[config.mk]
export PLATFORM = sky130hd
export DESIGN_NAME = keypad_scan_debounce
export DESIGN_NICKNAME = d
export VERILOG_FILES = /design/src/rtl/keypad_scan_debounce.sv
export SDC_FILE = /design/constraint.sdc
export NUM_CORES = 1
export LEC_CHECK = 0
export ABC_AREA = 0
export BUFFER_PORTS_ARGS = -buffer_cell sky130_fd_sc_hd__buf_2
export CORE_UTILIZATION = 55
export DETAILED_ROUTE_END_ITERATION = 12
export PLACE_DENSITY = 0.84
export SYNTH_ARGS = -nofsm -noshare
export SYNTH_HDL_FRONTEND = slang
export SYNTH_SLANG_ARGS = --single-unit
export TNS_END_PERCENT = 20
[constraint.sdc]
create_clock -name clk -period 4 [get_ports clk]
set_clock_uncertainty 0.05 [all_clocks]
set_input_delay 0.8 -clock clk [delete_from_list [all_inputs] [get_ports clk]]
set_output_delay 0.8 -clock clk [all_outputs]
set_load 0.01 [all_outputs]
[src/rtl/keypad_scan_debounce.sv]
// 4x4 matrix keypad column scanner with press/release debounce and a one-cycle valid pulse per key.
// Defining KEY_REPEAT_EN adds auto-repeat pulses every REPEAT_CYCLES cycles while a key stays held.
module keypad_scan_debounce #(
    parameter int SCAN_CYCLES     = 1000,
    parameter int DEBOUNCE_CYCLES = 20000,
    parameter int REPEAT_CYCLES   = 400000
) (
    input  logic       clk,
    input  logic       reset,
    input  logic [3:0] rows_sync,
    output logic [3:0] cols,
    output logic [3:0] key_code,
    output logic       key_valid,
    output logic       key_held
);
    localparam logic [1:0] ST_SCAN     = 2'd0;
    localparam logic [1:0] ST_DEBOUNCE = 2'd1;
    localparam logic [1:0] ST_HELD     = 2'd2;
    localparam logic [1:0] ST_RELEASE  = 2'd3;

    localparam int DW = $clog2(SCAN_CYCLES);
    localparam int CW = $clog2(DEBOUNCE_CYCLES);

    if (SCAN_CYCLES < 2 || DEBOUNCE_CYCLES < 2 || REPEAT_CYCLES < 2) begin : g_param_check
        $error("keypad_scan_debounce: cycle parameters must be at least 2");
    end

    // Index of the lowest active-low row; only consulted when some row is low.
    function automatic logic [1:0] lowest_zero(input logic [3:0] r);
        logic [1:0] idx;
        casez (r)
            4'b???0: idx = 2'd0;
            4'b??01: idx = 2'd1;
            4'b?011: idx = 2'd2;
            default: idx = 2'd3;
        endcase
        return idx;
    endfunction

    logic [1:0]    state_r, state_s;
    logic [1:0]    col_r, col_s;
    logic [1:0]    row_r, row_s;
    logic [DW-1:0] dwell_r, dwell_s;
    logic [CW-1:0] cnt_r, cnt_s;
    logic [3:0]    code_s;
    logic          valid_s;
    logic          held_s;
    logic          row_bit_s;
`ifdef KEY_REPEAT_EN
    localparam int RW = $clog2(REPEAT_CYCLES);
    logic [RW-1:0] rep_r, rep_s;
`endif

    // Next-state logic for the scan/debounce/hold/release sequence.
    always_comb begin
        state_s   = state_r;
        col_s     = col_r;
        row_s     = row_r;
        dwell_s   = dwell_r;
        cnt_s     = cnt_r;
        code_s    = key_code;
        valid_s   = 1'b0;
        held_s    = key_held;
        row_bit_s = rows_sync[row_r];
`ifdef KEY_REPEAT_EN
        rep_s     = rep_r;
`endif
        case (state_r)
            ST_SCAN: begin
`ifdef KEY_REPEAT_EN
                rep_s = '0;
`endif
                // Rows are only trusted on the last dwell cycle, after the column has settled.
                if (dwell_r == DW'(SCAN_CYCLES - 1)) begin
                    dwell_s = '0;
                    if (rows_sync != 4'hF) begin
                        row_s   = lowest_zero(rows_sync);
                        cnt_s   = '0;
                        state_s = ST_DEBOUNCE;
                    end else begin
                        col_s = col_r + 2'd1;
                    end
                end else begin
                    dwell_s = dwell_r + DW'(1);
                end
            end
            ST_DEBOUNCE: begin
                if (row_bit_s) begin
                    state_s = ST_SCAN;
                    dwell_s = '0;
                    cnt_s   = '0;
                end else if (cnt_r == CW'(DEBOUNCE_CYCLES - 1)) begin
                    code_s  = {row_r, col_r};
                    valid_s = 1'b1;
                    held_s  = 1'b1;
                    cnt_s   = '0;
                    state_s = ST_HELD;
                end else begin
                    cnt_s = cnt_r + CW'(1);
                end
            end
            ST_HELD: begin
                if (row_bit_s) begin
                    cnt_s   = '0;
                    state_s = ST_RELEASE;
                end else begin
`ifdef KEY_REPEAT_EN
                    if (rep_r == RW'(REPEAT_CYCLES - 1)) begin
                        rep_s   = '0;
                        valid_s = 1'b1;
                    end else begin
                        rep_s = rep_r + RW'(1);
                    end
`else
                    cnt_s = cnt_r;
`endif
                end
            end
            ST_RELEASE: begin
                // The repeat counter is left untouched here so a release glitch resumes it.
                if (!row_bit_s) begin
                    cnt_s   = '0;
                    state_s = ST_HELD;
                end else if (cnt_r == CW'(DEBOUNCE_CYCLES - 1)) begin
                    held_s  = 1'b0;
                    col_s   = col_r + 2'd1;
                    cnt_s   = '0;
                    dwell_s = '0;
                    state_s = ST_SCAN;
                end else begin
                    cnt_s = cnt_r + CW'(1);
                end
            end
            default: begin
                state_s = ST_SCAN;
                dwell_s = '0;
                cnt_s   = '0;
            end
        endcase
    end

    // State and registered outputs, with synchronous reset overriding everything.
    always_ff @(posedge clk) begin
        if (reset) begin
            state_r   <= ST_SCAN;
            col_r     <= 2'd0;
            row_r     <= 2'd0;
            dwell_r   <= '0;
            cnt_r     <= '0;
            cols      <= 4'b1110;
            key_code  <= 4'h0;
            key_valid <= 1'b0;
            key_held  <= 1'b0;
`ifdef KEY_REPEAT_EN
            rep_r     <= '0;
`endif
        end else begin
            state_r   <= state_s;
            col_r     <= col_s;
            row_r     <= row_s;
            dwell_r   <= dwell_s;
            cnt_r     <= cnt_s;
            cols      <= ~(4'b0001 << col_s);
            key_code  <= code_s;
            key_valid <= valid_s;
            key_held  <= held_s;
`ifdef KEY_REPEAT_EN
            rep_r     <= rep_s;
`endif
        end
    end

endmodule

==> results of run 1 <==
## Yosys cell counts (all sizes together), types with 3 or more instances
| cell | count | share of area [%] |
|---|---|---|
| dfxtp | 41 | 36 |
| a21oi | 24 | 5.2 |
| nand2 | 24 | 3.9 |
| nor2 | 21 | 3.4 |
| nand3 | 17 | 3.7 |
| clkbuf | 9 | 1.5 |
| o31ai | 8 | 2.6 |
| a31oi | 7 | 1.9 |
| inv | 7 | 1.1 |
| nand3b | 7 | 2.3 |
| or2 | 7 | 1.9 |
| xnor2 | 7 | 2.7 |
| ha | 6 | 3.3 |
| nand4b | 6 | 2.3 |
| o21ai | 6 | 1.3 |
| and3 | 5 | 1.5 |
| and4 | 5 | 2.0 |
| buf | 5 | 1.6 |
| nor3 | 5 | 1.1 |
| nor4 | 5 | 1.4 |
| or4 | 5 | 1.6 |
| mux2i | 4 | 1.7 |
| a31o | 3 | 1.1 |
| nand2b | 3 | 0.81 |
| nand4 | 3 | 0.81 |
| o21bai | 3 | 1.1 |
| or3 | 3 | 0.81 |
## worst max path at each step
stage                            to  slack, ns          from  cells past startpoint
after global routing      cnt_r[14]       1.21  rows_sync[1]                      6
after global placement    cnt_r[11]       1.18  rows_sync[0]                      6
after CTS                 cnt_r[13]       1.39  rows_sync[3]                      6
final                     cnt_r[13]       1.37  rows_sync[3]                      6
after floorplan           cnt_r[13]       1.56  rows_sync[3]                      6
after detailed placement  cnt_r[13]       1.10  rows_sync[3]                      6
## cells in the final DEF, fill, tap and decap left out, types with 5 or more instances in the layout
cell type	synthesis	routed
a21oi_1	24	24
a31oi_1	7	7
buf_2	2	15
clkbuf_8	0	5
dfxtp_1	41	41
ha_1	6	6
inv_1	7	7
nand2_1	24	24
nand3_1	17	17
nand3b_1	7	7
nand4b_1	6	6
nor2_1	21	21
nor3_1	5	5
o21ai_0	5	5
o31ai_1	8	8
or2_2	5	5
or4_1	5	5
xnor2_1	7	7
## worst min-delay path, cell delays in order (launching register included)
cell and delay (ns):
dfxtp_1 0.32, nand2_1 0.05, a21oi_1 0.05
## cells by family (layout without fill, tap and decap cells)
| group | Yosys count | in the layout |
|---|---|---|
| and+or+nand+nor | 127 | 127 |
| AOI/OAI and AO/OA | 68 | 68 |
| DFF | 41 | 41 |
| buffers and inverters | 21 | 32 |
| xor gates and xnor gates | 7 | 7 |
| adders and majority gates | 6 | 6 |
| muxes | 5 | 5 |
## area by class of cell
class | count | area share, %
multi-input cells | 213 | 55.21
flip-flops and latches | 41 | 32.43
repair buffers | 17 | 3.559
clock buffers | 5 | 2.719
clock inverters | 3 | 2.570
well taps | 50 | 2.472
inverters | 7 | 1.038
## sequential cells by signal (all words and copies together) (netlist names), named ones only
register and count:
cnt_r 15, key_valid 1, cols 4, row_r 2
col_r 2, key_held 1, dwell_r 10, state_r 1
key_code 4
## power by group through the flow
| stage | Combinational (mW) | Clock (mW) | Sequential, mW |
|---|---|---|---|
| after global routing | 0.0255 | 0.414 | 0.413 |
| after floorplan | 0.0153 | 0 | 0.421 |
| after CTS | 0.0223 | 0.398 | 0.412 |
| final | 0.0227 | 0.392 | 0.413 |
| after global placement | 0.0215 | 0 | 0.422 |
| after detailed placement | 0.0221 | 0 | 0.422 |
## through the flow
step | cell area [sq um] | setup WS, ns | std cells | power (mW) | hold WS (ns)
2_1_floorplan | 2310 | 1.555 | 275 | 0.4366 | 0.3977
3_3_place_gp | 2397 | 1.177 | 328 | 0.4434 | 0.3894
3_5_place_dp | 2397 | 1.097 | 328 | 0.4443 | 0.3936
4_1_cts | 2531 | 1.394 | 336 | 0.8332 | 0.4128
5_1_grt | 2531 | 1.210 | 336 | 0.8524 | 0.4370
6_report | 2531 | 1.366 | 336 | 0.8277 | 0.4102
## metal layers
metal | share of wire [%] | wire length, microns
met2 | 43 | 2157
met3 | 5.0 | 251
met1 | 51 | 2538
met4 | 1.4 | 70
met5 | 0 | 0
==> impl_metrics.json, run 1 <==
{
  "run_status": "complete, no violations",
  "worstMarginPinSlew_ns": 0.8722,
  "synthMuxAreaShare_pct": 2.709,
  "clk_path_buf_depth": 2,
  "min_period_ns": 2.634,
  "dp_hpwl_microns": 3345,
  "crit_family": "simple AND/OR/NAND/NOR gates",
  "cts_htree_levels": 2,
  "slowest_delay_ns": 0.53,
  "clk_pin_slew_ns": 0.08,
  "hold_depth": 2,
  "wirelength_microns": 5017,
  "synth-xor-area-share_pct": 2.654,
  "fill_cells": 356,
  "antenna_found_initial": 0,
  "grt_pass1_wl_microns": 8231,
  "std_cell_rows": 23,
  "drive_gt1_share_pct": 15.03,
  "setup.worst_path.class": "in2reg",
  "cts_buffers": 5,
  "met3_usage_pct": 4.795,
  "setup_tns_ns": 0,
  "first_iter_violations": 222,
  "seq_area_sq_um": 820.8,
  "synth_top_family_by_area": "simple AND/OR/NAND/NOR gates",
  "vias": 2102,
  "fmax_mhz": 379.6,
  "rr_startpoint": "row_r[0]",
  "grt_max_degree": 39,
  "routabilityCongestion": 0.8420,
  "syn_avg_cell_area_sq_um": 8.399,
  "clock-sinks": 41,
  "ios": 16,
  "crit_arrival_ns": 2.80,
  "ys_async_sr_fraction_pct": 0,
  "start_util_pct": 57.33,
  "syn_area_sq_um": 2310,
  "die_h_microns": 66.81,
  "die-area_sq_um": 4463,
  "cts_hold_buf": 0,
  "n_antenna_cell": 0,
  "cp-end-kind": "flop",
  "required_ns": 4.17,
  "grt_pass1_vias": 1784,
  "powerDensity_nw_per_um2": 327.0,
  "maxCapViolations": 0,
  "grt-ovfl-total": 0,
  "finalSetupViolCount": 0,
  "min-delay-path-class": "reg2reg",
  "grt.met1_usage_pct": 33.86,
  "synth_compound_area_share_pct": 20.21,
  "grt_usage_pct": 24.05,
  "p_switching_mw": 0.1611,
  "p_leak_nw": 0.8067,
  "yosysUniqueCellTypes": 57,
  "postCtsSetupRepairBufs": 0,
  "multiInputGateArea_sq_um": 1398,
  "wl_per_cell_microns": 14.93,
  "intPower_mw": 0.6666,
  "reg2reg_depth": 5,
  "worst-path-max-fanout": 8,
  "grtUsageMet2_pct": 35.73,
  "first_pass_iters": 5,
  "p_sw_share_pct": 19.46,
  "synth_fa_ha_area_share_pct": 3.250,
  "ys_warn_count": 0,
  "fin_nets": 297,
  "synth-simple-area-share_pct": 31.42,
  "syn_inst": 275,
  "p_clk_share_pct": 47.4,
  "period_share_pct": 65.86,
  "hold_path.startpoint": "key_code[0]",
  "core_area_sq_um": 4029,
  "ys.flop_type": "dfxtp_1",
  "max-vdd-ir-drop_v": 0.0003097,
  "seqPwrFrac_pct": 49.8,
  "root_buffer": "clkbuf_8",
  "seq_area_frac_synth_pct": 35.54,
  "area_delta_synth_final_pct": 9.588,
  "vias_per_cell": 6.256,
  "synth-edff-count": 0,
  "crit_path_cell_trace": "buf_2 > mux4_2 > nor2b_1 > o21bai_2 > or4_1 > a31oi_1",
  "slew_viol_final": 0,
  "dieWidth_microns": 66.81,
  "clkLatencyLatePin_ns": 0.30,
  "drc": 0,
  "rsz0062_at_grt": "no",
  "relSlewSlack_pct": 41.73,
  "ant_nets": 0,
  "cts_tree": "built",
  "finalHoldViolCount": 0,
  "crit_path_start_kind": "input port",
  "worstHoldEndpoint": "key_code[0]",
  "top_usage_layer": "met2",
  "finalCoreUtilization_pct": 62.83,
  "syn_nets": 287,
  "r2r_slack_ns": 1.50,
  "ctsResizeCount": 0,
  "io_buffer_count": 15,
  "ys_ff_latch": 41,
  "slowest_stage": "mux4_2",
  "power_frac_comb_pct": 2.7,
  "cp_num_buf_inv": 1,
  "reg2reg_to": "cnt_r[13]"
}
(Power assumes the default switching activity.)
==> run 2, diff against run 1 <==
- clock period: 4 -> 2.71 ns (I/O delays scaled with it)
==> impl_metrics.json, run 2 (synthesized netlist as in run 1, its figures left out) <==
{
  "clkLatencyLatePin_ns": 0.30,
  "area_delta_synth_final_pct": 8.668,
  "grt_max_degree": 39,
  "min_period_ns": 2.397,
  "period_share_pct": 88.44,
  "setup_tns_ns": 0,
  "first_iter_violations": 190,
  "fill_cells": 369,
  "final_common_cell": "dfxtp_1",
  "core_area_sq_um": 4029,
  "dp_hpwl_microns": 3542,
  "final_cell_mix": "dfxtp_1, a21oi_1, nand2_1, nor2_1, nand3_1",
  "wl_per_cell_microns": 15.09,
  "top_register": "cnt_r",
  "cts_buffers": 5,
  "worstMarginPinSlew_ns": 0.7886,
  "reg2reg_depth": 6,
  "rsz0062_at_grt": "no",
  "clk_path_buf_depth": 2,
  "crit_path_start_kind": "flop",
  "drc": 0,
  "whs_ns": 0.4083,
  "vias_per_cell": 6.344,
  "fin_nets": 301,
  "postCtsSetupRepairBufs": 0,
  "setup.worst_path.class": "reg2reg",
  "die_h_microns": 66.81,
  "die-area_sq_um": 4463,
  "vias": 2157,
  "fmax_mhz": 417.2,
  "clock-sinks": 41,
  "root_buffer": "clkbuf_8",
  "power_mw": 1.038,
  "finalSetupViolCount": 0,
  "clk_pin_slew_ns": 0.08,
  "min-delay-path-class": "reg2reg",
  "run_status": "complete, no violations",
  "drive_gt1_share_pct": 15.86,
  "n_antenna_cell": 0,
  "first_pass_iters": 5,
  "dieWidth_microns": 66.81,
  "ios": 16,
  "cts_htree_levels": 2,
  "largestRegisters": "cnt_r x15, dwell_r x10",
  "hold_depth": 2,
  "max-vdd-ir-drop_v": 0.0002774,
  "grt_pass1_vias": 1904,
  "largest_reg_flops": 15,
  "wirelength_microns": 5131,
  "cts_hold_buf": 0,
  "io_buffer_count": 15,
  "worst-path-max-fanout": 11,
  "ctsResizeCount": 0,
  "grt_usage_pct": 25.91,
  "grt-ovfl-total": 0,
  "slew_viol_final": 0,
  "antenna_found_initial": 0,
  "required_ns": 2.89,
  "powerDensity_nw_per_um2": 413.5,
  "start_util_pct": 57.33,
  "cts_tree": "built",
  "crit_arrival_ns": 2.57,
  "std_cell_rows": 23,
  "maxCapViolations": 0,
  "finalHoldViolCount": 0,
  "grt_pass1_wl_microns": 8714,
  "cp-end-kind": "flop",
  "p_leak_nw": 0.8054,
  "ant_nets": 0,
  "routabilityCongestion": 0.8553,
  "relSlewSlack_pct": 47.32
}
==> run 2: worst paths after layout <==
check,start,endpoint,slack (ns)
setup / recovery,dwell_r[0],cnt_r[11],0.31
hold / removal,key_code[0],key_code[0],0.41
setup reg to reg,dwell_r[0],cnt_r[11],0.31
hold reg to reg,key_code[0],key_code[0],0.41
==> run 2: routing by layer <==
layer | GRT usage [%] | up-vias | wire length (microns)
met4 | 11.44 | 0 | 94
met1 | 33.82 | 1017 | 2426
met5 | 0 | - | 0
met2 | 40.40 | 74 | 2335
met3 | 5.822 | 9 | 275
li1 | - | 1057 | -
==> run 2: layout make-up <==
type	count	area (sq um)	area share, %
Clock inverter	2	10.01	0.3988
Inverter	7	26.28	1.047
Sequential cell	41	820.8	32.70
Multi-Input combinational cell	213	1398	55.68
Timing Repair Buffer	21	120.1	4.786
Clock buffer	6	72.57	2.891
Tap cell	50	62.56	2.493
==> run 2: power breakdown <==
part,internal [mW],switching (mW)
registers,0.605,0.00320
clock network,0.179,0.217
logic,0.0128,0.0207
total,0.797,0.241
==> run 2: critical path, cell delays in order, from the launching register on <==
cell and delay, ns:
dfxtp_1 0.37, ha_1 0.25, and4bb_2 0.32, a41oi_4 0.19
or2_1 0.43, or4_1 0.55, a31oi_1 0.16
==> run 2: per-stage QoR <==
step                util, %  setup slack (ns)  area (sq um)  std cells
global route          62.30            0.1373          2510        340
detailed placement    60.25            0.2744          2427        332
global placement      60.25            0.3299          2427        332
finish                62.30            0.3132          2510        340
CTS                   62.30            0.3285          2510        340
floorplan                 -            0.5233          2310        275
==> run 3, diff against run 2 <==
- CORE_UTILIZATION: 55 -> 40
- PLACE_DENSITY: 0.84 -> 0.67
==> impl_metrics.json, run 3 (synthesized netlist as in run 1, its figures left out) <==
{
  "die-area_sq_um": 6082,
  "min_period_ns": 2.366,
  "rsz0062_at_grt": "no",
  "finalSetupViolCount": 0,
  "worst-path-max-fanout": 11,
  "cts_hold_buf": 0,
  "clk_path_buf_depth": 2,
  "crit_path_cell_trace": "ha_1 > and4bb_2 > a41oi_4 > or2_1 > or4_1 > a31oi_1",
  "setup.worst_path.class": "reg2reg",
  "largestRegisters": "cnt_r x15, dwell_r x10",
  "routabilityCongestion": 0.8471,
  "crit_family": "simple AND/OR/NAND/NOR gates",
  "worstMarginPinSlew_ns": 0.8764,
  "n_antenna_cell": 0,
  "std_cell_rows": 27,
  "vias_per_cell": 5.704,
  "r2r_slack_ns": 0.34,
  "die_h_microns": 77.99,
  "slew_viol_final": 0,
  "grt-ovfl-total": 0,
  "crit_path_start_kind": "flop",
  "postCtsSetupRepairBufs": 0,
  "cts_tree": "built",
  "largest_reg_flops": 15,
  "grt_usage_pct": 17.87,
  "cp_num_buf_inv": 0,
  "top_register": "cnt_r",
  "core_area_sq_um": 5540,
  "antenna_found_initial": 0,
  "fin_nets": 301,
  "root_buffer": "clkbuf_8",
  "crit_arrival_ns": 2.53,
  "relSlewSlack_pct": 41.45,
  "required_ns": 2.87,
  "clock-sinks": 41,
  "reg2reg_to": "cnt_r[13]",
  "area_delta_synth_final_pct": 11.48,
  "grt_max_degree": 39,
  "first_pass_iters": 4,
  "maxCapViolations": 0,
  "grt_pass1_vias": 1832,
  "run_status": "complete, no violations",
  "ios": 16,
  "ctsResizeCount": 0,
  "period_share_pct": 87.30,
  "clkLatencyLatePin_ns": 0.29,
  "cp-startpoint": "dwell_r[0]",
  "min-delay-path-class": "reg2reg",
  "endpoint": "cnt_r[13]",
  "start_util_pct": 41.69,
  "fill_cells": 562,
  "io_buffer_count": 15,
  "wirelength_microns": 5056,
  "drive_gt1_share_pct": 16.21,
  "wl_per_cell_microns": 13.97,
  "ant_nets": 0,
  "final_common_cell": "dfxtp_1",
  "slowest_stage": "or4_1",
  "rr_startpoint": "dwell_r[0]",
  "cp-end-kind": "flop",
  "dp_hpwl_microns": 3490,
  "slowest_delay_ns": 0.53,
  "first_iter_violations": 173,
  "cts_buffers": 5,
  "powerDensity_nw_per_um2": 450.1,
  "clk_pin_slew_ns": 0.08,
  "fmax_mhz": 422.7,
  "path_depth": 6,
  "setup_tns_ns": 0,
  "max-vdd-ir-drop_v": 0.0002575,
  "grt_pass1_wl_microns": 8659,
  "reg2reg_depth": 6,
  "vias": 2065,
  "cts_htree_levels": 2,
  "finalHoldViolCount": 0,
  "p_leak_nw": 0.8178,
  "dieWidth_microns": 77.99,
  "finalCoreUtilization_pct": 46.48,
  "final_cell_mix": "dfxtp_1, a21oi_1, nand2_1, nor2_1, nand3_1",
  "drc": 0
}
==> run 3: cell count changes in the layout (fill, tap and decap cells not counted) <==
cell / delta
clkinvlp_4: +1
bufinv_16: +1
clkbuf_8: +1
clkbuf_1: -1
clkinv_2: -2
==> run 3: metrics by stage <==
step	hold WS, ns	cells	power, mW	setup WS (ns)	cell area [sq um]
global placement	0.3895	354	0.6551	0.3197	2455
detailed placement	0.3912	354	0.6565	0.2724	2455
finish	0.4060	362	1.159	0.3441	2575
global route	0.4227	362	1.204	0.1657	2575
CTS	0.4084	362	1.174	0.3582	2575
floorplan	0.3977	275	0.6444	0.5233	2310
==> run 3: final cells by class <==
class / count / area (sq um) / share of cell area, %
clock inverter: 2 / 37.54 / 1.458
multi-input combinational: 213 / 1398 / 54.28
inverter: 7 / 26.28 / 1.020
sequential: 41 / 820.8 / 31.88
tap: 72 / 90.09 / 3.499
timing repair buffer: 21 / 120.1 / 4.665
clock buffer: 6 / 82.58 / 3.207
==> run 3: metal layers <==
| metal | global-route usage (%) | up-vias | routed length, microns |
|---|---|---|---|
| met5 | 0 | - | 0 |
| met4 | 5.000 | 0 | 54 |
| met3 | 3.294 | 6 | 219 |
| met2 | 27.08 | 54 | 2182 |
| met1 | 25.72 | 953 | 2600 |
| li1 | - | 1052 | - |
==> run 3: power breakdown <==
part / leakage, nW / switching, mW / internal, mW
Combinational: 0.430 / 0.0209 / 0.0127
Sequential: 0.331 / 0.00340 / 0.605
Clock: 0.0574 / 0.217 / 0.300
Total: 0.818 / 0.241 / 0.918
==> run 3: worst min-delay path by stage <==
stage,start,slack (ns),end,cells after the start
floorplan,dwell_r[8],0.40,dwell_r[8],2
global placement,key_code[1],0.39,key_code[1],2
detailed placement,key_code[2],0.39,key_code[2],2
CTS,key_code[3],0.41,key_code[3],2
global route,key_code[3],0.42,key_code[3],2
finish,key_code[2],0.41,key_code[2],2
==> run 3: worst reg2reg max path, delay by kind of cell, from the launching register on <==
kind,cells,cell delay (ns)
flip-flops,1,0.38
AO/OA/AOI/OAI,2,0.35
AND/OR/NAND/NOR,3,1.24
adder cells (fa/ha/maj),1,0.25
